**src/rtl/ext_code_loader.sv**
```systemverilog
// Framed host-command loader for the external code table.
// Drives index/code/trigger strobes with programmable setup, pulse and hold.
module ext_code_loader #(
   parameter int SETUP_CYC   = 2,
   parameter int PULSE_CYC   = 4,
   parameter int HOLD_CYC    = 2,
   parameter int TIMEOUT_CYC = 1000
) (
   input  logic        iClk,
   input  logic        iRst_n,
   input  logic [7:0]  iRx_data,
   input  logic        iRx_valid,
   output logic        oRx_ready,
   output logic        oSET_INDEX_FLAG,
   output logic [7:0]  oSET_INDEX,
   output logic        oSET_CODE_FLAG,
   output logic [31:0] oSET_CODE,
   output logic        oTrigger,
   output logic        oErr,
   output logic [15:0] oCmd_count
);

   typedef enum logic [2:0] {
      IDLE, PAYLOAD, SETUP, PULSE, HOLD
   } state_t;

   typedef enum logic [1:0] {
      K_IDX, K_CODE, K_TRIG
   } kind_t;

   localparam int PMAX =
      (SETUP_CYC > PULSE_CYC) ?
      ((SETUP_CYC > HOLD_CYC) ? SETUP_CYC : HOLD_CYC) :
      ((PULSE_CYC > HOLD_CYC) ? PULSE_CYC : HOLD_CYC);
   localparam int PW = $clog2(PMAX + 1);
   localparam int TW = $clog2(TIMEOUT_CYC + 1);

   localparam logic [PW-1:0] S_LAST = PW'(SETUP_CYC - 1);
   localparam logic [PW-1:0] P_LAST = PW'(PULSE_CYC - 1);
   localparam logic [PW-1:0] H_LAST = PW'(HOLD_CYC - 1);
   localparam logic [TW-1:0] T_LAST = TW'(TIMEOUT_CYC - 1);

   state_t        state;
   kind_t         kind;
   logic [PW-1:0] phase;
   logic [TW-1:0] idle_cnt;
   logic [2:0]    left;
   logic [31:0]   shreg;
   logic          take;
   logic [31:0]   shifted;

   assign take    = iRx_valid & oRx_ready;
   assign shifted = (shreg << 8) | {24'd0, iRx_data};

   always_ff @(posedge iClk or negedge iRst_n) begin
      if (!iRst_n) begin
         state           <= IDLE;
         kind            <= K_IDX;
         phase           <= '0;
         idle_cnt        <= '0;
         left            <= '0;
         shreg           <= '0;
         oRx_ready       <= 1'b0;
         oSET_INDEX_FLAG <= 1'b0;
         oSET_INDEX      <= '0;
         oSET_CODE_FLAG  <= 1'b0;
         oSET_CODE       <= '0;
         oTrigger        <= 1'b0;
         oErr            <= 1'b0;
         oCmd_count      <= '0;
      end else begin
         unique case (state)
            IDLE: begin
               oRx_ready <= 1'b1;
               if (take) begin
                  shreg    <= '0;
                  idle_cnt <= '0;
                  phase    <= '0;
                  case (iRx_data)
                     8'h01: begin
                        kind  <= K_IDX;
                        left  <= 3'd1;
                        state <= PAYLOAD;
                     end
                     8'h02: begin
                        kind  <= K_CODE;
                        left  <= 3'd4;
                        state <= PAYLOAD;
                     end
                     8'h03: begin
                        kind      <= K_TRIG;
                        state     <= SETUP;
                        oRx_ready <= 1'b0;
                     end
                     8'hFF:   oErr <= 1'b0;
                     default: oErr <= 1'b1;
                  endcase
               end
            end
            PAYLOAD: begin
               if (take) begin
                  shreg    <= shifted;
                  idle_cnt <= '0;
                  left     <= left - 3'd1;
                  if (left == 3'd1) begin
                     if (kind == K_IDX) oSET_INDEX <= iRx_data;
                     else               oSET_CODE  <= shifted;
                     state     <= SETUP;
                     phase     <= '0;
                     oRx_ready <= 1'b0;
                  end
               end else if (idle_cnt == T_LAST) begin
                  // stalled frame: drop it, data outputs untouched
                  state <= IDLE;
                  oErr  <= 1'b1;
               end else begin
                  idle_cnt <= idle_cnt + 1'b1;
               end
            end
            SETUP: begin
               if (phase == S_LAST) begin
                  phase           <= '0;
                  state           <= PULSE;
                  oSET_INDEX_FLAG <= (kind == K_IDX);
                  oSET_CODE_FLAG  <= (kind == K_CODE);
                  oTrigger        <= (kind == K_TRIG);
               end else begin
                  phase <= phase + 1'b1;
               end
            end
            PULSE: begin
               if (phase == P_LAST) begin
                  phase           <= '0;
                  state           <= HOLD;
                  oSET_INDEX_FLAG <= 1'b0;
                  oSET_CODE_FLAG  <= 1'b0;
                  oTrigger        <= 1'b0;
                  oCmd_count      <= oCmd_count + 16'd1;
               end else begin
                  phase <= phase + 1'b1;
               end
            end
            HOLD: begin
               if (phase == H_LAST) begin
                  phase     <= '0;
                  state     <= IDLE;
                  oRx_ready <= 1'b1;
               end else begin
                  phase <= phase + 1'b1;
               end
            end
            default: state <= IDLE;
         endcase
      end
   end

endmodule
```
**config.mk**
```make
export PLATFORM = sky130hd
export DESIGN_NAME = ext_code_loader
export DESIGN_NICKNAME = d
export VERILOG_FILES = /design/src/rtl/ext_code_loader.sv
export SDC_FILE = /design/constraint.sdc
export NUM_CORES = 1
export LEC_CHECK = 0
export BUFFER_PORTS_ARGS = -buffer_cell sky130_fd_sc_hd__buf_2
export CORE_MARGIN = 2
export CORE_UTILIZATION = 51
export DETAILED_ROUTE_END_ITERATION = 12
export PLACE_DENSITY_LB_ADDON = 0.05
export SLEW_MARGIN = 20
export SYNTH_ARGS = -nofsm -noshare
export SYNTH_HDL_FRONTEND = slang
export SYNTH_SLANG_ARGS = --single-unit
```
**constraint.sdc**
```tcl
create_clock -name iClk -period 5.4 [get_ports iClk]
set_input_delay 0 -clock iClk [delete_from_list [all_inputs] [get_ports iClk]]
set_output_delay 0 -clock iClk [all_outputs]
set_load 0.03 [all_outputs]
```
# Yosys cells after proc, flatten, opt, wreduce, memory -nomap -nowiden
# Index checks and enable logic that the tools add are counted.
# totals
reg_bits	106
in_bits	11
output_inout_bits	61
wordCells	116
# op_classes
add_sub_neg	4
n_eq_ne	28
muxes	45
bitwise	3
reduce_logical	22
# op_table
operator	n
$mux 24	2
$pmux 24 s2	1
$mux 3	14
$or 32x8->32	1
$mux 10	3
$pmux 10 s2	1
$reduce_and 4->1	5
$ne 2x2->1 const B	9
$pmux 3 s2	3
$add 16x1->16 const B	1
$eq 8x2->1 const B	2
$pmux 3 s5	1
$mux 1	12
$pmux 3 s4	1
$reduce_and 3->1	4
$add 10x1->10 const B	1
$eq 10x10->1 const B	1
$pmux 1 s2	5
$eq 3x1->1 const B	3
$eq 3x2->1 const B	3
$ne 3x3->1 const B	3
$eq 8x1->1 const B	1
$eq 8x8->1 const B	1
$reduce_and 7->1	1
other kinds (20)	23

# Logic depth before layout (Yosys ltp)
# depth
word_depth	5
ltp_mapped	8

# Worst setup path before layout
# No wires, ideal clock.
# synth_timing
path_type	flip-flop to flip-flop
startpoint	register phase[0]
endpoint	register oSET_CODE_FLAG
setup_ns	0.125
arrival_ns	1.686
required_ns	5.275
setup_slack_ns	3.589
stages_incl_launch_ff	7
n_path_buf	1
period_less_slack_ns	1.811
path_cell_list	dfrtp_1 ha_1 ha_1 and4b_1 buf_2 a21oi_1 mux2_2
# synth_between
elab_chain_cells	3
# synth_lines
element	line	text
start, declared	45	logic [PW-1:0] phase;
start signal, assigned	128	phase <= phase + 1'b1;
start signal, assigned	140	phase <= phase + 1'b1;
start signal, assigned	149	phase <= phase + 1'b1;
$eq 3x2->1 or $eq 3x1->1 (tied branches)	132, 121	
$ne 2x2->1 (no line)	n/a	
$reduce_and 3->1 (no line) (*)	n/a	
end signal, assigned	125	oSET_CODE_FLAG <= (kind == K_CODE);
end, declared	16	output logic oSET_CODE_FLAG,
# Mark *: on every way between the ends. The rest lies on a longest branch, timed or not.
# A chain may end at the register's enable or synchronous reset.

# Worst setup path in the final report
# layout_timing
startpoint	register state[0]
endpoint	register oSET_CODE[14]
# layout_between
elab_chain_cells	2
# layout_lines
element	line	text
start, declared	43	state_t state;
start signal, assigned	57	state <= IDLE;
start signal, assigned	83	state <= PAYLOAD;
start signal, assigned	88	state <= PAYLOAD;
$eq 3x1->1	72	unique case (state)
$reduce_and 4->1 (no line)	n/a	
end signal, assigned	107	else oSET_CODE <= shifted;
end, declared	17	output logic [31:0] oSET_CODE,
# No other way between the ends.

==> impl_metrics.toml <==
[clock_tree]
max-clock-path-buffers = 2
clk_latency_ns = 0.37
cts_tree = "done"
cts_buffers = 9
clock_sinks = 106
path_clk_slew_ns = 0.11
htree_levels = 3
post_cts_resized = 0
post-cts-setup-buffers = 0
cts-root-buf = "clkbuf_8"

[detailed_routing]
routedWlPerCell_um = 14.8
viasPerCell = 5.29
drc = 0
num_vias = 3434
ant_nets = 0
dr.pass1.iters = 4
totalWireLength_um = 9600
drt-initial-drc-count = 108

[floorplanning]
num_rows = 35
io_pins = 72
die_y_um = 102
die_area_mm2 = 0.0103
start_util = 0.525
die_w_um = 102
design.core.area_mm2 = 0.00924

[pwr]
powerDensity_mw_per_mm2 = 430
irDropWorstVdd_v = 0.000225
p_leak_nw = 2.77
fin_total_pwr_mw = 2.41

[grt]
grt_first_pass_wirelength_um = 16000
grt_pass1_vias = 3215
grt_overflow_total = 0
antenna_found_initial = 0
grt_max_degree = 78
grtUsageTotal = 0.198

[setup_path]
crit_type = "flip-flop to flip-flop"
cp_common_cell = "buf_4"
path_delay_family = "buffers and inverters"
crit_start = "state[0]$_DFFE_PN0P_"
worst-path-buf-inv = 2
critPathSlowestCell = "dfrtp_1"
path_cells = "buf_4 -> or3b_1 -> nor3_4 -> buf_4 -> mux2_2"
crit_required_ns = 5.65
rr_startpoint = "state[0]$_DFFE_PN0P_"
start_kind = "flip-flop"
crit_arrival_ns = 3.06
max_stage_delay_ns = 0.78
worstPathMaxFanout = 32
crit_path_end_kind = "flip-flop"

[timing]
setup_viol = 0
rsz0062_at_grt = "no"
worstMarginPinSlew_ns = 0.942
fin_ws_ns = 2.59
min_period_ns = 2.81
relSlewSlack = 0.372
hold_viol = 0
finalSetupTns_ns = 0
fin_crit_sh = 0.519
clock_skew_ns = 0.0119
slew_viol_final = 0
max_clock_freq_ghz = 0.356

[finish]
layout_common_cells = "dfrtp_1, nand2_1, buf_2"
drive_gt1_frac = 0.258
fin_util = 0.606
fill_cells = 793
diodes = 0
area_growth_pct = 15.4
nNetsFinal = 534
layout_commonest_cell = "dfrtp_1"
final_cell_area_mm2 = 0.00560

[yosys]
synth-edff-count = 0
ys_seq_area_frac = 0.547
syn_nets = 463
ys_seq_elements = 106
syn_inst = 444
avgSynthCellArea_um2 = 10.9
yosys.cell_types.count = 57
syn-cell-area_mm2 = 0.00485
synth_ff_type = "dfrtp_1"
async_reset_ff_frac = 1.00
ys_warn_count = 0

[worst_hold_path]
hold_path.class = "input pin to asynchronous set/reset pin"

[outcome]
status = "finished, final reports clean"

[place]
post_dp_cell_area_mm2 = 0.00530
io_buffer_count = 71
place.detailed.hpwl_um = 6390
gp_congestion = 0.838
place_ws_ns = 2.62

[run]
drv_cap = 0
-- cells in the mapped netlist (5+ instances only) --
| master | number | area share |
|---|---|---|
| dfrtp_1 | 106 | 0.55 |
| nand2_1 | 76 | 0.059 |
| o21ai_0 | 34 | 0.035 |
| mux2_2 | 33 | 0.077 |
| clkbuf_1 | 15 | 0.012 |
| nor2_1 | 13 | 0.010 |
| xnor2_1 | 13 | 0.023 |
| nand3_1 | 12 | 0.012 |
| a21oi_1 | 11 | 0.011 |
| mux2_1 | 11 | 0.026 |
| inv_1 | 9 | 0.0070 |
| and3_1 | 8 | 0.010 |
| ha_1 | 8 | 0.021 |
| nand4_1 | 8 | 0.010 |
| o31ai_1 | 6 | 0.0093 |
| a31oi_1 | 5 | 0.0065 |
| and2_1 | 5 | 0.0065 |
| buf_2 | 5 | 0.0052 |
| nand2b_1 | 5 | 0.0065 |
-- cells by family after synthesis --
| kind of cell | share of synthesized area |
|---|---|
| AND/OR/NAND/NOR | 0.166 |
| flip-flops | 0.547 |
| AO/OA/AOI/OAI | 0.0937 |
| multiplexers | 0.114 |
| buffers and inverters | 0.0299 |
| XOR/XNOR | 0.0289 |
| adder cells (fa/ha/maj) | 0.0206 |
-- worst paths after layout --
kind	cells past startpoint	end	slack (ns)
worst max-delay path	5	oSET_CODE[14]$_DFFE_PN0P_	2.59
worst min-delay path	2	oCmd_count[6]$_DFFE_PN0P_	0.09
worst max register to register	5	oSET_CODE[14]$_DFFE_PN0P_	2.59
worst min register to register	1	oCmd_count[15]$_DFFE_PN0P_	0.47
max in group asynchronous	3	oSET_CODE[10]$_DFFE_PN0P_	4.03
min in group iClk	5	idle_cnt[4]$_DFFE_PN0P_	0.24
-- final cells by class --
class | count | area, um2 | share of cell area
clock buffer | 11 | 151 | 0.0271
clock inverter | 5 | 46.3 | 0.00827
inverter | 9 | 33.8 | 0.00604
multi-input combinational | 304 | 2060 | 0.369
sequential | 106 | 2650 | 0.474
tap | 129 | 161 | 0.0288
timing repair buffer | 85 | 488 | 0.0872
-- registers in the layout, indices dropped and copies added, names as in the netlist, 2 cells and up --
signal      count
oCmd_count     16
oSET_INDEX      8
shreg          24
idle_cnt       10
left            3
state           3
phase           3
oSET_CODE      32
kind            2
-- where the power goes --
| group | leakage [nW] | total, mW | switching (mW) | internal [mW] |
|---|---|---|---|---|
| Sequential | 1.42 | 1.13 | 0.165 | 0.970 |
| Clock | 0.102 | 0.485 | 0.284 | 0.201 |
| Combinational | 1.24 | 0.788 | 0.494 | 0.294 |
| Total | 2.77 | 2.41 | 0.943 | 1.46 |
-- per-layer routing --
metal,track usage,vias up,wire (um)
li1,-,1707,-
met1,0.301,1636,4840
met2,0.287,80,4270
met3,0.0304,11,330
met4,0.0717,0,146
met5,0,-,0
-- per-stage QoR --
stage / hold WS [ns] / cells
after floorplan: -0.296 / 444
after global routing: 0.104 / 649
after global placement: -0.0432 / 623
after CTS: 0.0858 / 649
final: 0.0863 / 649
after detailed placement: -0.0434 / 623
-- repair_timing --
item / in CTS / in global routing
endpoints found under the hold margin: 50 / 0
hold buffers: 10 / 0
endpoints found under the setup margin: 0 / 0
Note: power is estimated with default switching activity, not from simulation.
